$ cat src/rtl/fwd_hazard_ctrl_if.sv
// ID-stage hazard inputs and EX-stage forwarding/stall outputs of the core pipeline.
// The master side drives the decoded ID instruction; the slave side is the hazard controller.
interface fwd_hazard_ctrl_if #(
    parameter int REG_ADDR_W = 5,
    parameter int CNT_W      = 16
);
    logic                  id_valid;
    logic [REG_ADDR_W-1:0] id_rs1;
    logic [REG_ADDR_W-1:0] id_rs2;
    logic                  id_use_rs1;
    logic                  id_use_rs2;
    logic [REG_ADDR_W-1:0] id_rd;
    logic                  id_reg_write;
    logic                  id_mem_read;
    logic                  ex_flush;
    logic                  stall;
    logic [1:0]            fwd_a_sel;
    logic [1:0]            fwd_b_sel;
    logic [CNT_W-1:0]      stall_count;

    modport master (
        output id_valid, id_rs1, id_rs2, id_use_rs1, id_use_rs2,
               id_rd, id_reg_write, id_mem_read, ex_flush,
        input  stall, fwd_a_sel, fwd_b_sel, stall_count
    );

    modport slave (
        input  id_valid, id_rs1, id_rs2, id_use_rs1, id_use_rs2,
               id_rd, id_reg_write, id_mem_read, ex_flush,
        output stall, fwd_a_sel, fwd_b_sel, stall_count
    );
endinterface

$ cat src/rtl/fwd_hazard_ctrl.sv
// Load-use stall and EX operand forwarding control for the 5-stage core.
// Shadows rd/write/load info of EX, MEM and WB; forwarding selects are registered into EX.
module fwd_hazard_ctrl #(
    parameter int REG_ADDR_W = 5,
    parameter int CNT_W      = 16
) (
    input  logic             clk,
    input  logic             rst_n,
    fwd_hazard_ctrl_if.slave bus
);
    typedef struct packed {
        logic                  vld;
        logic [REG_ADDR_W-1:0] rd;
        logic                  reg_write;
        logic                  mem_read;
    } shadow_t;

    localparam shadow_t BUBBLE = '0;

    shadow_t          ex_q, ex_d, mem_q, wb_q;
    logic [1:0]       fwd_a_sel_q, fwd_a_sel_d;
    logic [1:0]       fwd_b_sel_q, fwd_b_sel_d;
    logic [CNT_W-1:0] stall_count_q, stall_count_d;
    logic             load_use;
    logic             stall;

    function automatic logic producer_match(shadow_t s, logic [REG_ADDR_W-1:0] r);
        return s.vld && s.reg_write && (s.rd != '0) && (s.rd == r);
    endfunction

    // Youngest producer wins: EX (will be in MEM) beats MEM (will be in WB).
    function automatic logic [1:0] next_sel(logic used, logic [REG_ADDR_W-1:0] r,
                                            shadow_t ex, shadow_t mem);
        if (!used)                   return 2'b00;
        if (producer_match(ex, r))   return 2'b10;
        if (producer_match(mem, r))  return 2'b01;
        return 2'b00;
    endfunction

    function automatic logic [CNT_W-1:0] sat_inc(logic [CNT_W-1:0] c);
        return (&c) ? c : c + CNT_W'(1);
    endfunction

    always_comb begin
        load_use = bus.id_valid && ex_q.vld && ex_q.mem_read && (ex_q.rd != '0) &&
                   ((bus.id_use_rs1 && (ex_q.rd == bus.id_rs1)) ||
                    (bus.id_use_rs2 && (ex_q.rd == bus.id_rs2)));
        // The instruction being stalled is killed by a flush anyway.
        stall = load_use && !bus.ex_flush;

        ex_d          = BUBBLE;
        fwd_a_sel_d   = 2'b00;
        fwd_b_sel_d   = 2'b00;
        stall_count_d = stall ? sat_inc(stall_count_q) : stall_count_q;

        // Non-instructions enter EX as clean bubbles so an invalid stage never carries fields.
        if (!bus.ex_flush && !stall && bus.id_valid) begin
            ex_d.vld       = 1'b1;
            ex_d.rd        = bus.id_rd;
            ex_d.reg_write = bus.id_reg_write;
            ex_d.mem_read  = bus.id_mem_read;
            fwd_a_sel_d    = next_sel(bus.id_use_rs1, bus.id_rs1, ex_q, mem_q);
            fwd_b_sel_d    = next_sel(bus.id_use_rs2, bus.id_rs2, ex_q, mem_q);
        end
    end

    // EX -> MEM -> WB advance every edge; only IF/ID holds on a stall.
    always_ff @(posedge clk or negedge rst_n) begin
        if (!rst_n) begin
            ex_q          <= BUBBLE;
            mem_q         <= BUBBLE;
            wb_q          <= BUBBLE;
            fwd_a_sel_q   <= 2'b00;
            fwd_b_sel_q   <= 2'b00;
            stall_count_q <= '0;
        end else begin
            ex_q          <= ex_d;
            mem_q         <= ex_q;
            wb_q          <= mem_q;
            fwd_a_sel_q   <= fwd_a_sel_d;
            fwd_b_sel_q   <= fwd_b_sel_d;
            stall_count_q <= stall_count_d;
        end
    end

    a_wb_bubble_clean: assert property (@(posedge clk) disable iff (!rst_n)
        !wb_q.vld |-> (wb_q.rd == '0 && !wb_q.reg_write && !wb_q.mem_read));

    assign bus.stall       = stall;
    assign bus.fwd_a_sel   = fwd_a_sel_q;
    assign bus.fwd_b_sel   = fwd_b_sel_q;
    assign bus.stall_count = stall_count_q;
endmodule

$ cat src/flat_wrapper.sv
// flat-port wrapper written by rule: the top's interface ports become plain ports
module fwd_hazard_ctrl_flat 
#(
    parameter int REG_ADDR_W = 5,
    parameter int CNT_W      = 16
)
  (clk, rst_n, bus_id_valid, bus_id_rs1, bus_id_rs2, bus_id_use_rs1, bus_id_use_rs2, bus_id_rd, bus_id_reg_write, bus_id_mem_read, bus_ex_flush, bus_stall, bus_fwd_a_sel, bus_fwd_b_sel, bus_stall_count);
  fwd_hazard_ctrl_if #(.REG_ADDR_W(REG_ADDR_W), .CNT_W(CNT_W)) bus_i ();
  input  logic clk;
  input  logic rst_n;
  input wire logic [$bits(bus_i.id_valid)-1:0] bus_id_valid;
  input wire logic [$bits(bus_i.id_rs1)-1:0] bus_id_rs1;
  input wire logic [$bits(bus_i.id_rs2)-1:0] bus_id_rs2;
  input wire logic [$bits(bus_i.id_use_rs1)-1:0] bus_id_use_rs1;
  input wire logic [$bits(bus_i.id_use_rs2)-1:0] bus_id_use_rs2;
  input wire logic [$bits(bus_i.id_rd)-1:0] bus_id_rd;
  input wire logic [$bits(bus_i.id_reg_write)-1:0] bus_id_reg_write;
  input wire logic [$bits(bus_i.id_mem_read)-1:0] bus_id_mem_read;
  input wire logic [$bits(bus_i.ex_flush)-1:0] bus_ex_flush;
  output wire logic [$bits(bus_i.stall)-1:0] bus_stall;
  output wire logic [$bits(bus_i.fwd_a_sel)-1:0] bus_fwd_a_sel;
  output wire logic [$bits(bus_i.fwd_b_sel)-1:0] bus_fwd_b_sel;
  output wire logic [$bits(bus_i.stall_count)-1:0] bus_stall_count;
  assign bus_i.id_valid = bus_id_valid;
  assign bus_i.id_rs1 = bus_id_rs1;
  assign bus_i.id_rs2 = bus_id_rs2;
  assign bus_i.id_use_rs1 = bus_id_use_rs1;
  assign bus_i.id_use_rs2 = bus_id_use_rs2;
  assign bus_i.id_rd = bus_id_rd;
  assign bus_i.id_reg_write = bus_id_reg_write;
  assign bus_i.id_mem_read = bus_id_mem_read;
  assign bus_i.ex_flush = bus_ex_flush;
  assign bus_stall = bus_i.stall;
  assign bus_fwd_a_sel = bus_i.fwd_a_sel;
  assign bus_fwd_b_sel = bus_i.fwd_b_sel;
  assign bus_stall_count = bus_i.stall_count;
  fwd_hazard_ctrl #(.REG_ADDR_W(REG_ADDR_W), .CNT_W(CNT_W)) u_core (.clk(clk), .rst_n(rst_n), .bus(bus_i));
endmodule
$ cat config.mk
export PLATFORM = sky130hd
export DESIGN_NAME = fwd_hazard_ctrl_flat
export DESIGN_NICKNAME = d
export VERILOG_FILES = /design/src/rtl/fwd_hazard_ctrl_if.sv /design/src/rtl/fwd_hazard_ctrl.sv /design/src/flat_wrapper.sv
export SDC_FILE = /design/constraint.sdc
export NUM_CORES = 1
export LEC_CHECK = 0
export CORE_AREA = 10 10 93 54
export DETAILED_ROUTE_END_ITERATION = 6
export DIE_AREA = 0 0 103 64
export PLACE_DENSITY = 0.83
export SYNTH_ARGS = -nofsm -noshare
export SYNTH_HDL_FRONTEND = slang
export SYNTH_SLANG_ARGS = --single-unit
$ cat constraint.sdc
create_clock -name clk -period 4.03 [get_ports clk]
set_input_delay 0.806 -clock clk [delete_from_list [all_inputs] [get_ports clk]]
set_output_delay 0.806 -clock clk [all_outputs]
set_load 0.005 [all_outputs]
Word-level counts from Yosys, hierarchy flattened
Index checks and enable logic that the tools add are counted.

storage, ports and cells
  register bits after elaboration = 35
  output and inout bits = 21

cells by class
  add/subtract/negate cells = 1
  equality and inequality tests = 4
  muxes and demuxes = 33
  bitwise gates (word level) = 1
  reduce and logical (&&, ||, !) cells = 24

operator list
  kind                                                             count
  2-bit 2-to-1 mux                                                 14
  5-bit == test                                                    4
  1-bit 2-to-1 mux                                                 18
  1-bit logical AND                                                17
  16-bit by 1-bit adder with 16-bit output, second input constant  1
  16-bit AND reduction                                             1
  5-bit nonzero test                                               2
  8-bit 2-to-1 mux                                                 1
  1-bit logical NOT                                                2
  2-bit AND reduction                                              1
  1-bit logical OR                                                 1
  1-bit NOT                                                        1

Longest topological paths before layout
  word-level depth = 18
  depth in mapped cells = 7
  gate-level depth less buffers = 6

Worst setup path before layout
Ideal clock, no wire load.

  path kind = input port to output port
  start = input port bus_id_rs1[1]
  end = output port bus_stall
  data arrival time = 1.640 ns
  slack = 1.584 ns
  cell stages on the path = 5
  path through = xor2_1 nor3_1 a32o_1 buf_6 and2_1

between the ends
  word-level cells in the longest chain between the ends = 5

RTL lines
  element            RTL line               text
  start, declared    flat_wrapper.sv:12     input wire logic [$bits(bus_i.id_rs1)-1:0] bus_id_rs1;
  5-bit == test      fwd_hazard_ctrl.sv:46  ((bus.id_use_rs1 && (ex_q.rd == bus.id_rs1)) ||
  1-bit logical AND  fwd_hazard_ctrl.sv:46
  1-bit logical OR   fwd_hazard_ctrl.sv:46
  1-bit logical AND  fwd_hazard_ctrl.sv:45  load_use = bus.id_valid && ex_q.vld && ex_q.mem_read && (ex_q.rd != '0) &&
  1-bit logical AND  fwd_hazard_ctrl.sv:49  stall = load_use && !bus.ex_flush;
  end, declared      flat_wrapper.sv:20     output wire logic [$bits(bus_i.stall)-1:0] bus_stall;

Every way passes these cells.

Final worst setup path
Ends and elaborated chain as after synthesis.

==> impl_metrics.toml <==
[outcome]
status = "completed"

[route]
viasPerCell = 5.413
drc_errors = 0
wirelength_um = 3955
drt-initial-drc-count = 44
antenna_left = 0
wire_per_inst_um = 16.34
first_pass_iters = 4
route.vias.total = 1310

[timing]
tns_ps = 0
worst_slew_pin_slew_ps = 552.1
fin_ws_ps = 533.5
relSlewSlack = 0.6285
whs_ps = 376.2
drv_slew = 0
fin_crit_ps = 3497
finalHoldViolCount = 0
rsz0062_at_grt = "false"
finClkSkew_ps = 7.612
fmax_mhz = 286.0
setup_viol = 0
post-route-period-util = 0.8676

[layout]
areaGrowthSynthToFinish_pct = 33.43
final_common_cell = "clkdlybuf4s50_1"
nets = 223
fill_cells = 270
instances_no_fill = 242
diodes = 0
drive_gt1_frac = 0.09500
layout_common_cells = "43 x clkdlybuf4s50_1, 35 x dfrtp_1, 21 x xnor2_1"

[global_route]
grt_max_degree = 36
track_usage = 0.1341
grt_pass1_wl_um = 6906
antenna_found_initial = 0
overflow = 0
grt_pass1_vias = 1380

[synth]
synth-seq-cells = 35
ys.flop_type = "dfrtp_1"
netlist_instances = 148
synth_nets = 172
avgSynthCellArea_um2 = 11.61
ys_warn_count = 0
async_flop_share = 1.000
synth-edff-count = 0
seq_area_frac_synth = 0.5098
ys_types = 35
synth_area_um2 = 1718

[placement]
dp.cells = 234
hpwl_um = 3050
pre_cts_ws_ps = 541.1
routabilityCongestion = 0.9143
io_buffers = 43

[clock_tree]
clock_path_buffers = 2
htree_levels = 2
postCtsSetupBuffers = 0
clock-sinks = 35
cts_hold_buf = 0
clockRootBuffer = "clkbuf_8"
cts_tree = "yes"
ctsResizeCount = 0
insertion_delay_ps = 290
numCtsBuffers = 5
clk_transition_reported_paths_ps = 70

[job]
drv_cap = 0

[worst_setup_path]
path_buf_inv = 2
crit_path_max_incr_delay_ps = 520
crit_chain = "clkdlybuf4s50_1, xor2_1, nor3_1, a32o_1, and2_1, clkdlybuf4s50_1"
arrival_ps = 2690
cpMostUsedCell = "clkdlybuf4s50_1"
critPathKind = "in -> out"
r2r_slack_ps = 1880
r2r_start = "u_core.ex_q[3]"
crit_family = "buffers and inverters"
crit_path_end_kind = "output port"
reg2reg_depth = 6
required_ps = 3220
cp_slowest_cell = "clkdlybuf4s50_1"
timing.rr.end = "u_core.bus.stall_count[1]"
cp_max_fo = 2
cp-start-kind = "primary input"

[power]
comb_power_share = 0.095
p_leak_nw = 0.9916
power_switching_mw = 0.1628
power_density_nw_per_um2 = 295.1
clkPwrFrac = 0.366
total_power_mw = 0.6764
switching_share = 0.2407
internal_power_mw = 0.5136
p_seq_frac = 0.539
ir_worst_vdd_uv = 202.2

[worst_hold_path]
hold_class = "reg -> reg"
hold_path.startpoint = "u_core.ex_q[1]"
hold-path-endpoint = "u_core.mem_q[1]"
min_delay_path_depth = 0

[floorplanning]
rows = 15
die_w_um = 103
boundaryPins = 44
die_area_um2 = 6592
core_region_area_um2 = 3378
die_h_um = 64
initial_core_util = 0.5085
[state kept, by name (all words and copies together) (netlist names)]
name                    count
u_core.mem_q                7
u_core.ex_q                 8
u_core.bus.fwd_b_sel        2
u_core.bus.fwd_a_sel        2
u_core.bus.stall_count     16
[layout make-up]
type	count	area, um^2	share of cell area
multi-input combinational	108	814.5	0.3553
sequential	35	875.8	0.3821
inverter	3	11.26	0.004913
clock inverter	2	12.51	0.005459
tap	42	52.55	0.02293
clock buffer	6	72.57	0.03166
timing repair buffer	46	452.9	0.1976
[power groups by stage]
stage | clock [mW] | combinational, mW | sequential, mW
floorplan | 0 | 0.0276 | 0.370
global placement | 0 | 0.0638 | 0.371
detailed placement | 0 | 0.0654 | 0.371
CTS | 0.256 | 0.0659 | 0.364
global route | 0.271 | 0.0720 | 0.365
finish | 0.247 | 0.0646 | 0.365
[cell families (layout without fill, tap and decap cells)]
kind of cell             count (synthesis)  in the layout  synth area share
AO/OA/AOI/OAI                            9              9           0.06045
XOR/XNOR                                34             34            0.1733
adder cells (fa/ha/maj)                  1              1          0.007282
buffers and inverters                    5             57           0.01602
flip-flops                              35             35            0.5098
multiplexers                             1              1          0.008737
AND/OR/NAND/NOR                         63             63            0.2243
[synthesized netlist by cell type (all sizes together) (3+ instances only)]
cell	number	area share
xnor2	21	0.11
and4	3	0.015
nand2	3	0.0066
nor4	4	0.015
xor2	13	0.066
inv	3	0.0066
nor3	5	0.015
and2	8	0.029
nand4	12	0.044
dfrtp	35	0.51
nand3	8	0.023
and3	8	0.032
nor2	6	0.015
[worst max-delay path by stage]
stage / startpoint / end / depth (start not counted)
global placement: bus_id_rs1[1] / bus_stall / 6
finish: bus_id_rs1[1] / bus_stall / 6
global route: bus_id_rs1[1] / bus_stall / 6
floorplan: bus_id_rs1[1] / bus_stall / 5
CTS: bus_id_rs1[1] / bus_stall / 6
detailed placement: bus_id_rs1[1] / bus_stall / 6
[per-stage QoR]
stage          utilization  instance area, um^2
6_report            0.6785                 2292
2_1_floorplan            -                 1718
5_1_grt             0.6785                 2292
3_3_place_gp        0.6533                 2207
3_5_place_dp        0.6533                 2207
4_1_cts             0.6785                 2292
[worst register-to-register path: stages (launching register included)]
cell and delay (ps):
dfrtp_1 470, xor2_1 200, nor3_1 300, a32o_1 280, buf_4 250, and3_4 240
mux2_4 290
[routing by layer]
metal | share of wire | wire, um | up-vias | global-route usage
li1 | - | - | 635 | -
met1 | 0.43 | 1713 | 634 | 0.1554
met2 | 0.48 | 1894 | 29 | 0.2109
met3 | 0.065 | 258 | 12 | 0.05472
met4 | 0.022 | 88 | 0 | 0.06552
met5 | 0 | 0 | - | 0
Note: power is estimated with default switching activity, not from simulation.
